==> src/rtl/pipe_stall_ctrl_pkg.sv <==
// Shared constants for the pipeline stall controller: stall masks,
// stop/no-stop levels, reset polarity and sequencer state encodings.
package pipe_stall_ctrl_pkg;

    localparam logic STOP       = 1'b1;
    localparam logic NO_STOP    = 1'b0;
    localparam logic RST_ENABLE = 1'b1;

    localparam int unsigned STALL_W = 6;

    localparam logic [STALL_W-1:0] STALL_NONE = 6'b000000;
    localparam logic [STALL_W-1:0] STALL_ID   = 6'b000111;
    localparam logic [STALL_W-1:0] STALL_EX   = 6'b001111;
    localparam logic [STALL_W-1:0] STALL_MEM  = 6'b011111;

    typedef enum logic [1:0] {
        MC_IDLE = 2'b00,
        MC_BUSY = 2'b01,
        MC_DONE = 2'b10
    } mc_state_t;

endpackage

==> src/rtl/pipe_stall_ctrl_sat_counter.sv <==
// Reusable saturating event counter: counts cycles with inc high and
// sticks at all-ones once reached.
module sat_counter
    import pipe_stall_ctrl_pkg::*;
#(
    parameter int unsigned W = 32
) (
    input  logic         clk,
    input  logic         rst,
    input  logic         inc,
    output logic [W-1:0] count
);

    // Count up on inc, hold at all-ones.
    always_ff @(posedge clk) begin
        if (rst == RST_ENABLE) begin
            count <= '0;
        end else if (inc && (count != '1)) begin
            count <= count + W'(1);
        end
    end

endmodule

==> src/rtl/pipe_stall_ctrl.sv <==
// Central pipeline stall controller: merges ID/EX/MEM stall requests,
// sequences multi-cycle EX operations and counts stalled cycles.
module pipe_stall_ctrl
    import pipe_stall_ctrl_pkg::*;
#(
    parameter int unsigned MC_CNT_W = 5,
    parameter int unsigned PERF_W   = 32
) (
    input  logic                clk,
    input  logic                rst,
    input  logic                stallreq_from_id,
    input  logic                stallreq_from_ex,
    input  logic                stallreq_from_mem,
    input  logic                mc_start,
    input  logic [MC_CNT_W-1:0] mc_cycles,
    output logic                mc_busy,
    output logic                mc_done,
    output logic [STALL_W-1:0]  stall,
    output logic [PERF_W-1:0]   stall_cycles
);

    mc_state_t           state, state_nxt;
    logic [MC_CNT_W-1:0] cnt, cnt_nxt;
    logic                ex_hold;

    // Sequencer state and down-counter register.
    always_ff @(posedge clk) begin
        if (rst == RST_ENABLE) begin
            state <= MC_IDLE;
            cnt   <= '0;
        end else begin
            state <= state_nxt;
            cnt   <= cnt_nxt;
        end
    end

    // Sequencer next state: N = max(mc_cycles, 1); the start cycle is the
    // first held cycle, so BUSY lasts N-1 cycles. MEM stalls do not freeze it.
    always_comb begin
        state_nxt = state;
        cnt_nxt   = cnt;
        case (state)
            MC_IDLE: begin
                if (mc_start) begin
                    if (mc_cycles <= MC_CNT_W'(1)) begin
                        state_nxt = MC_DONE;
                    end else begin
                        cnt_nxt   = mc_cycles - MC_CNT_W'(1);
                        state_nxt = MC_BUSY;
                    end
                end
            end
            MC_BUSY: begin
                cnt_nxt = cnt - MC_CNT_W'(1);
                if (cnt == MC_CNT_W'(1)) begin
                    state_nxt = MC_DONE;
                end
            end
            MC_DONE: begin
                state_nxt = MC_IDLE;
            end
            default: begin
                state_nxt = MC_IDLE;
                cnt_nxt   = '0;
            end
        endcase
    end

    assign mc_busy = (state == MC_BUSY);
    assign mc_done = (state == MC_DONE);

    // Stall vector: deepest requesting stage wins; an ID-level stall leaves
    // ID/EX stopped with EX/MEM running, which inserts the bubble.
    always_comb begin
        ex_hold = stallreq_from_ex || (state == MC_BUSY) ||
                  ((state == MC_IDLE) && mc_start);
        if (rst == RST_ENABLE) begin
            stall = STALL_NONE;
        end else if (stallreq_from_mem) begin
            stall = STALL_MEM;
        end else if (ex_hold) begin
            stall = STALL_EX;
        end else if (stallreq_from_id) begin
            stall = STALL_ID;
        end else begin
            stall = STALL_NONE;
        end
    end

    sat_counter #(
        .W(PERF_W)
    ) u_perf (
        .clk  (clk),
        .rst  (rst),
        .inc  (stall[0]),
        .count(stall_cycles)
    );

endmodule

==> config.mk <==
export PLATFORM = sky130hd
export DESIGN_NAME = pipe_stall_ctrl
export DESIGN_NICKNAME = d
export VERILOG_FILES = /design/src/rtl/pipe_stall_ctrl_pkg.sv /design/src/rtl/pipe_stall_ctrl_sat_counter.sv /design/src/rtl/pipe_stall_ctrl.sv
export SDC_FILE = /design/constraint.sdc
export NUM_CORES = 1
export LEC_CHECK = 0
export ABC_AREA = 1
export CAP_MARGIN = 20
export CORE_MARGIN = 1
export CORE_UTILIZATION = 53
export CTS_CLUSTER_SIZE = 24
export DETAILED_ROUTE_END_ITERATION = 12
export PLACE_DENSITY = 0.83
export SYNTH_ARGS = -nofsm -noshare
export SYNTH_HDL_FRONTEND = slang
export SYNTH_SLANG_ARGS = --single-unit
export TNS_END_PERCENT = 30
==> constraint.sdc <==
create_clock -name clk -period 2.2 [get_ports clk]
set_input_delay 0.44 -clock clk [delete_from_list [all_inputs] [get_ports clk]]
set_output_delay 0.44 -clock clk [all_outputs]
set_load 0.05 [all_outputs]
# Word level (Yosys, flattened, before mapping)
# Cells that the tools add are included.
# totals
word_cells,33
register_bits,39
out_inout_bits,40
# classes
n_reduce_logical,7
magnitude_cmp,1
addsub,3
eq_ne,7
bitwise_logic,1
muxes,11
# ops
cell,count
"32-bit by 1-bit adder with 32-bit output, second input constant",1
"32-bit inequality test, second input constant",1
5-bit 2-to-1 mux,4
5-bit case mux with 3 select lines,1
"5-bit by 1-bit subtractor with 5-bit output, second input constant",2
2-bit 2-to-1 mux,3
"5-bit by 1-bit equality test with 1-bit output, second input constant",1
"5-bit by 1-bit less-or-equal comparator with 1-bit output, second input constant",1
4-bit 2-to-1 mux,1
"2-bit inequality test, second input constant",2
2-bit case mux with 2 select lines,1
3-bit 2-to-1 mux,1
3-bit AND reduction,1
"2-bit by 1-bit equality test with 1-bit output, second input constant",1
"2-bit equality test, second input constant",1
1-bit logical AND,2
2-bit zero test,1
1-bit logical OR,2
"2-bit by 1-bit inequality test with 1-bit output, second input constant",1
2-bit AND reduction,1
1-bit inverter,1

# Longest topological paths before layout
# logic_depth
word_depth,7
mapped_depth,11
ltp_nobuf,10

# Hierarchy
# Synthesis repeated with hierarchy kept, for this count alone.
# hier_totals
hier_cells,430
area_unflattened_um2,2707.6
# modules_own_cells
mod,n_inst,area_each_um2,cells_per_inst,seq_area_each_um2
sat_counter,1,2062.0,324,640.6
pipe_stall_ctrl,1,645.6,106,140.1

# Worst setup path before layout
# Ideal clock, no wire load.
# synth_timing
path_kind,reg2reg
startpoint,reg u_perf.count[1]
endpoint,reg u_perf.count[31]
slack_ns,0.145
path_stages_with_launch,12
t_arrival_ns,1.912
path_cell_list,dfxtp_1 ha_1 nand2_1 nor2_4 nand2_4 nor2_8 nand2_4 nand2_8 inv_4 buf_6 nand2_1 a21oi_2
# synth_via
elab_chain_len,2
# synth_lines
item,line,text
start: declaration,pipe_stall_ctrl_sat_counter.sv:11,output logic [W-1:0] count
start signal: assignment,pipe_stall_ctrl_sat_counter.sv:19,count <= count + W'(1);
"parallel branches: the longest is 2 deep, another holds 32-bit by 1-bit adder with 32-bit output",-,
# Parallel ways; which one is timed is not known.
# A chain may end at the register's enable or synchronous reset.

# Worst setup path after layout
# layout_timing
startpoint,in mc_start
endpoint,out stall[2]
# layout_via
elab_chain_len,5
# layout_lines
item,line,text
start: declaration,pipe_stall_ctrl.sv:14,"input logic mc_start,"
1-bit logical AND,pipe_stall_ctrl.sv:76,((state == MC_IDLE) && mc_start);
1-bit logical OR,pipe_stall_ctrl.sv:75,ex_hold = stallreq_from_ex || (state == MC_BUSY) ||
4-bit 2-to-1 mux,pipe_stall_ctrl.sv:81,end else if (ex_hold) begin
5-bit 2-to-1 mux,pipe_stall_ctrl.sv:79,end else if (stallreq_from_mem) begin
5-bit 2-to-1 mux,pipe_stall_ctrl.sv:77,if (rst == RST_ENABLE) begin
end: declaration,pipe_stall_ctrl.sv:18,"output logic [STALL_W-1:0] stall,"
# No other way between the ends.

==> results.tsv <==
metric	value	unit
status	complete, no violations	
cts_tree	yes	
endpoint_kind	output port	
cp-start-kind	input pin	
p_sw_share	31.4	%
period_share	94.1	%
grt_pass1_wl	11400	um
slew_headroom	66.5	%
internal-power	1.14	mW
path_max_fanout	8	
fin_util	69.1	%
port_buffers	49	
cap_viol_max_count	0	
wl_per_cell	12.4	um
arrival	1.63	ns
grt_max_degree	30	
track_usage	26.6	%
fmax	0.483	GHz
vias	2922	
synth_seq_cells	39	
insertedDiodeCount	0	
cp_cell_sequence	clkdlybuf4s50_1, nand2_1, nand3_1, nand2_1, nand2_2, buf_4	
maxSlewViolCount	0	
clkLatencyLatePin	0.30	ns
yosys_warnings	0	
synth_xor_area_share	4.73	%
worst-setup-path-type	in -> out	
drc	0	
drt-initial-drc-count	173	
p_switching	523	uW
fin_nets	513	
crit_top_cell	nand2_1	
setup_viol	0	
yosysTopAreaCell	dfxtp_1	
finClkSkew	0.0146	ns
clk_pin_slew	0.07	ns
synth_top_family_by_area	simple AND/OR/NAND/NOR gates	
hold_viol_final	0	
synthTopCellsByCount	nand2_1, nor2_1, inv_1	
gp_congestion	0.947	
cts_buffers	5	
synthSimpleGateAreaFrac	44.1	%
cp_num_buf_inv	2	
leakagePower	1.34	nW
crit_family	buffers and inverters	
synth.avg_cell_area	6.19	um2
synth_nets	465	
die_w	74.4	um
ant_nets	0	
ys_async_sr_fraction	0	%
clockBufferDepth	2	
cts_max_level	2	
wl	6990	um
netlist_area	0.00278	mm2
synth-compound-area-share	10.1	%
tightest_slew	0.500	ns
min_period	2.07	ns
cts_root_buf	clkbuf_8	
ys.flop_type	dfxtp_1	
setup_tns	0	ns
clock-sinks	39	
drt-vias-per-instance	5.17	
drtPass1Iterations	5	
dpl.hpwl	5360	um
reg2regPathDepth	10	
die_h	74.4	um
die_area	0.00554	mm2
worst_path_largest_cell_delay	0.52	ns
cp.required	1.76	ns
synth_edf_count	0	
antenna_found_initial	0	
coreArea	0.00488	mm2
min_path_type	reg -> reg	
min_path_cells	2	
clock_power_share	32.4	%
hold_buffers	0	
p_per_area	494	mW/mm2
combPwrFrac	21.9	%
muxShareOfSynthArea	0	%
critPathSlowestCell	clkdlybuf4s50_1	
start_util	56.9	%
core.rowCount	25	
boundaryPins	51	
synthAdderAreaFrac	2.25	%
rsz0062_at_grt	no	
ir_drop	292	uV
synth_top_area_share	28.1	%
seqPwrFrac	45.7	%
path_depth	6	
ys_types	31	
synthMostInstantiatedCell	nand2_1	
syn2layout_area_growth	21.4	%
synth_cells	449	
ys_seq_area_share	28.1	%
overflow	0	
synth_area_leaders	dfxtp_1, nand2_1, nor2_1	
grt_pass1_vias	2484	
drive_above_1_share	11.0	%
power by group through the flow:
| stage | registers (mW) | logic [mW] | clock network, mW |
|---|---|---|---|
| 6_report | 0.761 | 0.365 | 0.539 |
| 5_1_grt | 0.764 | 0.400 | 0.578 |
| 4_1_cts | 0.761 | 0.364 | 0.545 |
| 3_5_place_dp | 0.777 | 0.364 | 0 |
| 3_3_place_gp | 0.775 | 0.353 | 0 |
| 2_1_floorplan | 0.807 | 0.247 | 0 |
tightest hold or removal path, stage by stage, from the launching register on:
cell,delay [ns]
dfxtp_1,0.32
nand2_1,0.07
a21oi_1,0.06
state kept, by name, summed over array words and instances, names as in the netlist:
signal,count
state,2
u_perf.count,32
cnt,5
placed cells by master (no fill, tap or decap), drive strengths merged, types with 3 or more instances in the layout:
| cell | count |
|---|---|
| a21oi | 29 |
| buf | 12 |
| clkbuf | 8 |
| clkdlybuf4s50 | 42 |
| dfxtp | 39 |
| ha | 5 |
| inv | 48 |
| nand2 | 166 |
| nand3 | 27 |
| nand4 | 9 |
| nor2 | 82 |
| nor3 | 3 |
| o21ai | 6 |
| o22ai | 3 |
| xnor2 | 7 |
| xor2 | 8 |
final cells by class:
cell class / instances / area (um2)
Multi-Input combinational cell: 348 / 1700
Fill cell: 465 / 1510
Sequential cell: 39 / 781
Timing Repair Buffer: 55 / 523
Inverter: 48 / 183
Clock buffer: 8 / 100
Tap cell: 67 / 83.8
path summary, 6_finish.rpt:
check                   from               end  slack, ns
min                   cnt[1]            cnt[1]       0.50
min reg2reg           cnt[1]            cnt[1]       0.50
max                 mc_start          stall[2]       0.13
max reg2reg  u_perf.count[0]  u_perf.count[10]       0.15
logic make-up after synthesis:
kind of cell    Yosys count
compound gates           40
xor+xnor                 15
fa+ha+maj                 5
buf+inv                  62
flops                    39
other cells               1
simple gates            287
routing by layer:
metal  wire [um]  global-route usage [%]
met3         521                    5.56
met1        3160                    35.6
met4          73                    7.97
met5           0                       0
met2        3240                    43.0
timing repair:
item,4_1_cts,5_1_grt
setup buffers,0,0
endpoints found under the setup margin,0,1
resized for setup,0,1
hold endpoints to repair,0,0
through the flow:
step | cells | hold WS [ns] | worst slack [ns] | total power, mW | instance area [um2]
detailed placement | 557 | 0.487 | 0.0390 | 1.14 | 3270
global placement | 557 | 0.466 | 0.151 | 1.13 | 3270
CTS | 565 | 0.498 | 0.0944 | 1.67 | 3370
finish | 565 | 0.498 | 0.131 | 1.67 | 3370
global route | 565 | 0.534 | 0.0489 | 1.74 | 3370
floorplan | 449 | 0.454 | 0.145 | 1.05 | 2780
Note: power is estimated with default switching activity, not from simulation.
